## config.mk

```make
export PLATFORM = sky130hd
export DESIGN_NAME = fetch_queue
export DESIGN_NICKNAME = d
export VERILOG_FILES = /design/src/rtl/fetch_queue.sv
export SDC_FILE = /design/constraint.sdc
export NUM_CORES = 1
export LEC_CHECK = 0
export BUFFER_PORTS_ARGS = -buffer_cell sky130_fd_sc_hd__buf_2
export CAP_MARGIN = 5
export CELL_PAD_IN_SITES_DETAIL_PLACEMENT = 2
export CELL_PAD_IN_SITES_GLOBAL_PLACEMENT = 2
export CORE_MARGIN = 1.5
export CORE_UTILIZATION = 38
export DETAILED_ROUTE_END_ITERATION = 10
export GPL_ROUTABILITY_DRIVEN = 0
export PLACE_DENSITY_LB_ADDON = 0.1
export SLEW_MARGIN = 20
export SYNTH_ARGS = -nofsm -noshare
export SYNTH_HDL_FRONTEND = slang
export SYNTH_SLANG_ARGS = --single-unit
```

## constraint.sdc

```tcl
create_clock -name clock -period 11.65 [get_ports clock]
set_input_delay 1.165 -clock clock [delete_from_list [all_inputs] [get_ports clock]]
set_output_delay 1.165 -clock clock [all_outputs]
set_load 0.005 [all_outputs]
```

## src/rtl/fetch_queue.sv

```systemverilog
// rtl/fetch_queue.sv - instruction fetch front-end with DEPTH-entry FIFO and redirect flush
//
// Fetches words from a 1-cycle-latency synchronous instruction memory and queues
// {pc, word} pairs for decode behind a valid/ready handshake. A redirect from
// execute flushes the queue, drops the in-flight read and reloads the PC.
//
// Optional build macro: FETCH_QUEUE_BYPASS_EN presents a returning word directly
// to decode when the queue is empty (1-cycle fetch-to-decode latency).
//
// Ports:
//   clock, reset                 rising-edge clock, asynchronous active-high reset
//   imem_req, imem_addr          read strobe and word address (combinational)
//   imem_rdata                   read data, valid the cycle after imem_req
//   redirect, redirect_pc        1-cycle flush pulse and new PC
//   instr_valid, instr, instr_pc queue head presented to decode
//   instr_ready                  decode accepts the head this cycle
//   count                        occupied queue entries
module fetch_queue #(
    parameter int              DEPTH    = 4,
    parameter int              AW       = 32,
    parameter logic [AW-1:0]   RESET_PC = '0
) (
    input  logic                       clock,
    input  logic                       reset,
    output logic                       imem_req,
    output logic [AW-1:0]              imem_addr,
    input  logic [31:0]                imem_rdata,
    input  logic                       redirect,
    input  logic [AW-1:0]              redirect_pc,
    output logic                       instr_valid,
    output logic [31:0]                instr,
    output logic [AW-1:0]              instr_pc,
    input  logic                       instr_ready,
    output logic [$clog2(DEPTH+1)-1:0] count
);

    localparam int PW = $clog2(DEPTH);
    localparam int CW = $clog2(DEPTH+1);

    typedef enum logic [1:0] {BOOT, RUN, FLUSH} state_t;

    state_t          state;
    logic [AW-1:0]   pc;
    logic [AW-1:0]   req_pc;
    logic            inflight;
    logic            kill;
    logic [PW-1:0]   rd_ptr;
    logic [PW-1:0]   wr_ptr;
    logic [CW-1:0]   count_q;
    logic [31:0]     fifo_data [DEPTH];
    logic [AW-1:0]   fifo_pc   [DEPTH];

    logic            ret;
    logic            fifo_empty;
    logic [CW:0]     used;
    logic            push;
    logic            pop_fifo;

    // A word returning in the redirect cycle belongs to the old stream.
    assign ret        = inflight & ~kill & ~redirect;
    assign fifo_empty = (count_q == '0);

    // Credit check counts the in-flight read so the FIFO can never overflow.
    assign used      = {1'b0, count_q} + (CW+1)'(inflight);
    assign imem_req  = (state == RUN) & (used < (CW+1)'(DEPTH)) & ~redirect;
    assign imem_addr = pc;
    assign count     = count_q;

`ifdef FETCH_QUEUE_BYPASS_EN
    logic byp;
    assign byp         = fifo_empty & ret;
    assign instr_valid = (~fifo_empty | byp) & ~redirect;
    assign instr       = byp ? imem_rdata : fifo_data[rd_ptr];
    assign instr_pc    = byp ? req_pc     : fifo_pc[rd_ptr];
    // A bypassed word taken by decode this cycle never enters the FIFO.
    assign push        = ret & ~(byp & instr_ready);
`else
    assign instr_valid = ~fifo_empty & ~redirect;
    assign instr       = fifo_data[rd_ptr];
    assign instr_pc    = fifo_pc[rd_ptr];
    assign push        = ret;
`endif

    assign pop_fifo = ~fifo_empty & instr_valid & instr_ready;

    always_ff @(posedge clock or posedge reset) begin
        if (reset) begin
            state    <= BOOT;
            pc       <= RESET_PC;
            req_pc   <= '0;
            inflight <= 1'b0;
            kill     <= 1'b0;
            rd_ptr   <= '0;
            wr_ptr   <= '0;
            count_q  <= '0;
            for (int i = 0; i < DEPTH; i++) begin
                fifo_data[i] <= '0;
                fifo_pc[i]   <= '0;
            end
        end else begin
            inflight <= imem_req;
            if (imem_req) begin
                pc     <= pc + {{(AW-1){1'b0}}, 1'b1};
                req_pc <= pc;
            end
            if (redirect) begin
                state   <= FLUSH;
                pc      <= redirect_pc;
                kill    <= inflight;
                rd_ptr  <= '0;
                wr_ptr  <= '0;
                count_q <= '0;
            end else begin
                kill  <= 1'b0;
                state <= RUN;
                if (push) begin
                    fifo_data[wr_ptr] <= imem_rdata;
                    fifo_pc[wr_ptr]   <= req_pc;
                    wr_ptr            <= wr_ptr + PW'(1);
                end
                if (pop_fifo)
                    rd_ptr <= rd_ptr + PW'(1);
                count_q <= count_q + CW'(push) - CW'(pop_fifo);
            end
        end
    end

endmodule

```

After elaboration in Yosys (flattened, before gate mapping)
Cells that the tools add are included.
{"block": "word_totals", "wordCells": 64, "latchBits": 0, "mem_count": 0, "rom_bits": 0, "register_bits": 331, "in_bits": 68, "ram_bits": 0}
{"block": "classes", "n_reduce_logical": 6, "div_mod_pow": 0, "muxes": 19, "n_shift": 0, "mul": 0, "eq_ne": 1, "n_bitwise": 12, "n_addsub": 6, "order_cmp": 4}
{"op": "128-bit bitwise mux", "count": 2}
{"op": "32-bit 2-to-1 mux", "count": 7}
{"op": "32-bit binary-select mux with 2-bit select", "count": 2}
{"op": "32-bit demux with 2-bit select", "count": 1}
{"op": "32-bit by 1-bit adder with 32-bit output (second input constant)", "count": 1}
{"op": "2-bit 2-to-1 mux", "count": 5}
{"op": "1-bit AND", "count": 7}
{"op": "3-bit greater-or-equal comparator (second input constant)", "count": 2}
{"op": "2-bit NOT with 3-bit output", "count": 2}
{"op": "2-bit nonzero test", "count": 3}
{"op": "2-bit by 1-bit adder with 2-bit output (second input constant)", "count": 2}
{"op": "3-bit by 1-bit adder with 4-bit output", "count": 1}
{"op": "4-bit by 3-bit < comparator with 1-bit output (second input constant)", "count": 1}
{"op": "3-bit by 1-bit adder with 3-bit output", "count": 1}
{"op": "3-bit zero test", "count": 1}
{"op": "3-bit by 1-bit < comparator with 1-bit output (second input constant)", "count": 1}
{"op": "3-bit 2-to-1 mux", "count": 1}
{"op": "1-bit NOT", "count": 3}
{"op": "3-bit by 1-bit subtractor with 3-bit output", "count": 1}
{"op": "2-bit by 1-bit equality test with 1-bit output (second input constant)", "count": 1}
{"op": "2-bit AND reduction", "count": 1}
{"op": "1-bit logical AND", "count": 1}
{"op": "1-bit 2-to-1 mux", "count": 1}

Depth between registers and ports, before layout
{"block": "logic_depth", "ltp_word": 7, "ltp_mapped": 10, "mapped_depth_nobuf": 10}

Worst setup path after synthesis
OpenSTA, ideal clock, no wires.
{"block": "synth_path", "kind": "input to output", "start": "input redirect", "end": "output imem_req", "path_slack_ns": 8.492, "arrival_ns": 1.993, "path_buffers": 3, "required_time_ns": 10.485, "path_stages": 5, "cell_sequence": "clkbuf_1 -> inv_1 -> and2_1 -> clkbuf_1 -> buf_2"}
{"block": "synth_between", "elab_chain_cells": 2}
{"element": "start: declaration", "line": "28", "source": "input logic redirect,"}
{"element": "1-bit NOT (no source line)"}
{"element": "1-bit AND", "line": "65", "source": "assign imem_req = (state == RUN) & (used < (CW+1)'(DEPTH)) & ~redirect;"}
{"element": "end: declaration", "line": "25", "source": "output logic imem_req,"}
Every way passes these cells.

Worst setup path after layout
Same ends and word-level chain as after synthesis.

==> flow_metrics.tcl <==
set metrics [dict create \
    status "finished clean" \
    synth_edf_count 0 \
    ir_worst_vdd_mv 0.1105 \
    cts_buffer_depth 3 \
    dr_total_vias 8612 \
    netlist_instances 949 \
    rsz0062_at_grt "false" \
    syn_avg_cell_area_um2 15.32 \
    pin_count 169 \
    slew_violations 0 \
    hold_ws_ps 500.2 \
    synth.yosys.warnings 0 \
    layout-drive-gt1-share_pct 53.07 \
    ys.flop_type "dfrtp_1" \
    insertion_delay_ps 540 \
    nFillCells 3643 \
    drt_iter0_drc 198 \
    grt_pass1_vias 9770 \
    multi_input_area_um2 5974 \
    leakage_nw 7.900 \
    drt-vias-per-instance 5.194 \
    met1Wirelength_mm 15.95 \
    routed-wl-met3_mm 1.727 \
    wire_per_inst_um 22.22 \
    cpPeakStageDelay_ps 480 \
    hpwlAfterDp_mm 23.18 \
    area_growth_pct 17.70 \
    critical_path_class "in2out" \
    dpl_worst_slack_ps 7477 \
    p_per_area_nw_per_um2 203.5 \
    dr.max_layer_used "met5" \
    synth_top_area_share_pct 56.97 \
    finalHoldViolCount 0 \
    ctsHoldBuffers 0 \
    synth-seq-cells 331 \
    antenna_found_initial 10 \
    finalPower_mw 3.482 \
    num_rows 71 \
    synth_area_um2 14540 \
    yosysTopAreaCell "dfrtp_1" \
    post_cts_resize_count 0 \
    cts_num_sinks 331 \
    ys_async_sr_fraction_pct 100.0 \
    worstPathRequired_ps 10490 \
    die_area_um2 39440 \
    track_usage_pct 19.46 \
    cts_root_buf "clkbuf_16" \
    crit_fanout 65 \
    crit_arrival_ps 2940 \
    synth_common_cells "331 x dfrtp_1, 290 x mux2_2, 64 x mux4_2" \
    final_nets 1190 \
    fin_crit_ps 4110 \
    grt_max_degree 95 \
    setup_viol 0 \
    die_h_um 198.6 \
    fmax_ghz 0.2433 \
    fin_tns_setup_ps 0 \
    cp-end-kind "primary output" \
    crit_chain "buf_2 -> buf_4 -> inv_1 -> and2_2 -> buf_4 -> buf_2" \
    core_area_um2 37670 \
    slowest_stage "buf_4" \
    finClkSkew_ps 17.97 \
    seq_area_frac_synth_pct 56.97 \
    worst_slack_ps 7540 \
    drc 0 \
    die_w_um 198.6 \
    antenna_left 0 \
    fin_crit_sh_pct 35.28 \
    max-slew-margin-rel_pct 36.96 \
    drv_cap 0 \
    cts_tree "built" \
    synthTopCellsByArea "dfrtp_1 57%, mux2_2 22%, mux4_2 9.9%" \
    numCtsBuffers 39 \
    min_path_type "reg2reg" \
    seqCellArea_um2 8290 \
    tightest_slew_ps 945.6 \
    met2_length_mm 18.44 \
    firstDrtPassIters 4 \
    grt_pass1_wl_mm 58.06 \
    htree_levels 2 \
    io_buffers 168 \
    yosysMostFrequentCell "dfrtp_1" \
    cts.clk_slew.worst_paths_ps 50 \
    final_core_util_pct 45.43 \
    grt-ovfl-total 0 \
    synth_nets 1026 \
    synth_cell_types 37 \
    routed_wl_mm 36.84 \
    crit_path_start_kind "input pin" \
    initial_core_util_pct 38.60 \
    post-cts-setup-buffer-count 0 \
]
placed cells by master (no fill, tap or decap), types with 2 or more instances in the layout:
cell	netlist	layout
nor4_1	3	3
inv_1	10	9
xnor2_1	10	10
clkbuf_8	0	10
nor3_1	4	4
nor2_1	18	18
mux2_2	290	290
and3_1	7	7
clkbuf_1	16	9
nand4_1	22	22
nand3_1	8	8
mux2i_1	2	2
nand2_1	35	35
o21ai_0	28	28
ha_1	8	8
diode_2	0	7
a31oi_1	4	4
dfrtp_4	0	2
clkbuf_16	0	39
buf_4	1	13
or3_1	3	3
and4_1	4	4
clkinv_2	0	7
and2_1	7	2
mux4_2	64	64
xor2_1	20	20
buf_2	37	168
and2_4	0	4
dfrtp_1	331	329
flip-flops by register name, indices dropped and copies added (netlist names):
signal	count
fifo_pc	128
rd_ptr	2
count	3
imem_addr	32
state	2
fifo_data	128
inflight	1
wr_ptr	2
req_pc	32
kill	1
through the flow:
stage               instance area [µm²]  cells
floorplan                         14540    949
CTS                               17100   1651
finish                            17110   1658
global route                      17100   1654
global placement                  15890   1583
detailed placement                15890   1583
layer usage:
metal  GRT usage, %  up-vias
li1               -     3816
met1          24.49     4603
met2          33.29      136
met3          4.697       51
met4          5.584        6
met5              0        -
area by class of cell:
type / count / area share (%)
Sequential cell: 331 / 48.45
Multi-Input combinational cell: 550 / 34.91
Clock buffer: 58 / 6.705
Timing Repair Buffer: 181 / 5.484
Tap cell: 511 / 3.736
Clock inverter: 10 / 0.3510
Inverter: 10 / 0.2632
Antenna cell: 7 / 0.1024
final timing paths:
check	from	endpoint	slack, ps	cells past startpoint
worst max-delay path	redirect	imem_req	7540	6
worst min-delay path	fifo_data[95]	fifo_data[95]	500	1
worst max register to register	inflight	fifo_data[91]	8940	5
worst min register to register	fifo_data[95]	fifo_data[95]	500	1
max in group asynchronous	reset	fifo_data[92]	9020	4
min in group asynchronous	reset	fifo_data[33]	760	2
worst max-delay path: cells and delay by family:
kind / cells / cell delay [ps]
buffers and inverters: 5 / 1450
and+or+nand+nor: 1 / 270
power by group:
part | total [mW] | internal (mW) | switching (mW)
Sequential | 1.56 | 1.37 | 0.192
Combinational | 0.762 | 0.468 | 0.295
Clock | 1.16 | 0.680 | 0.476
logic make-up after synthesis:
| group | after synthesis | share of synthesized area, % |
|---|---|---|
| AO/OA/AOI/OAI | 37 | 1.480 |
| XOR/XNOR | 30 | 1.807 |
| adder cells (fa/ha/maj) | 9 | 0.8262 |
| buffers and inverters | 68 | 2.100 |
| flip-flops | 331 | 56.97 |
| multiplexers | 356 | 32.51 |
| AND/OR/NAND/NOR | 118 | 4.303 |
Note: power is estimated with default switching activity, not from simulation.
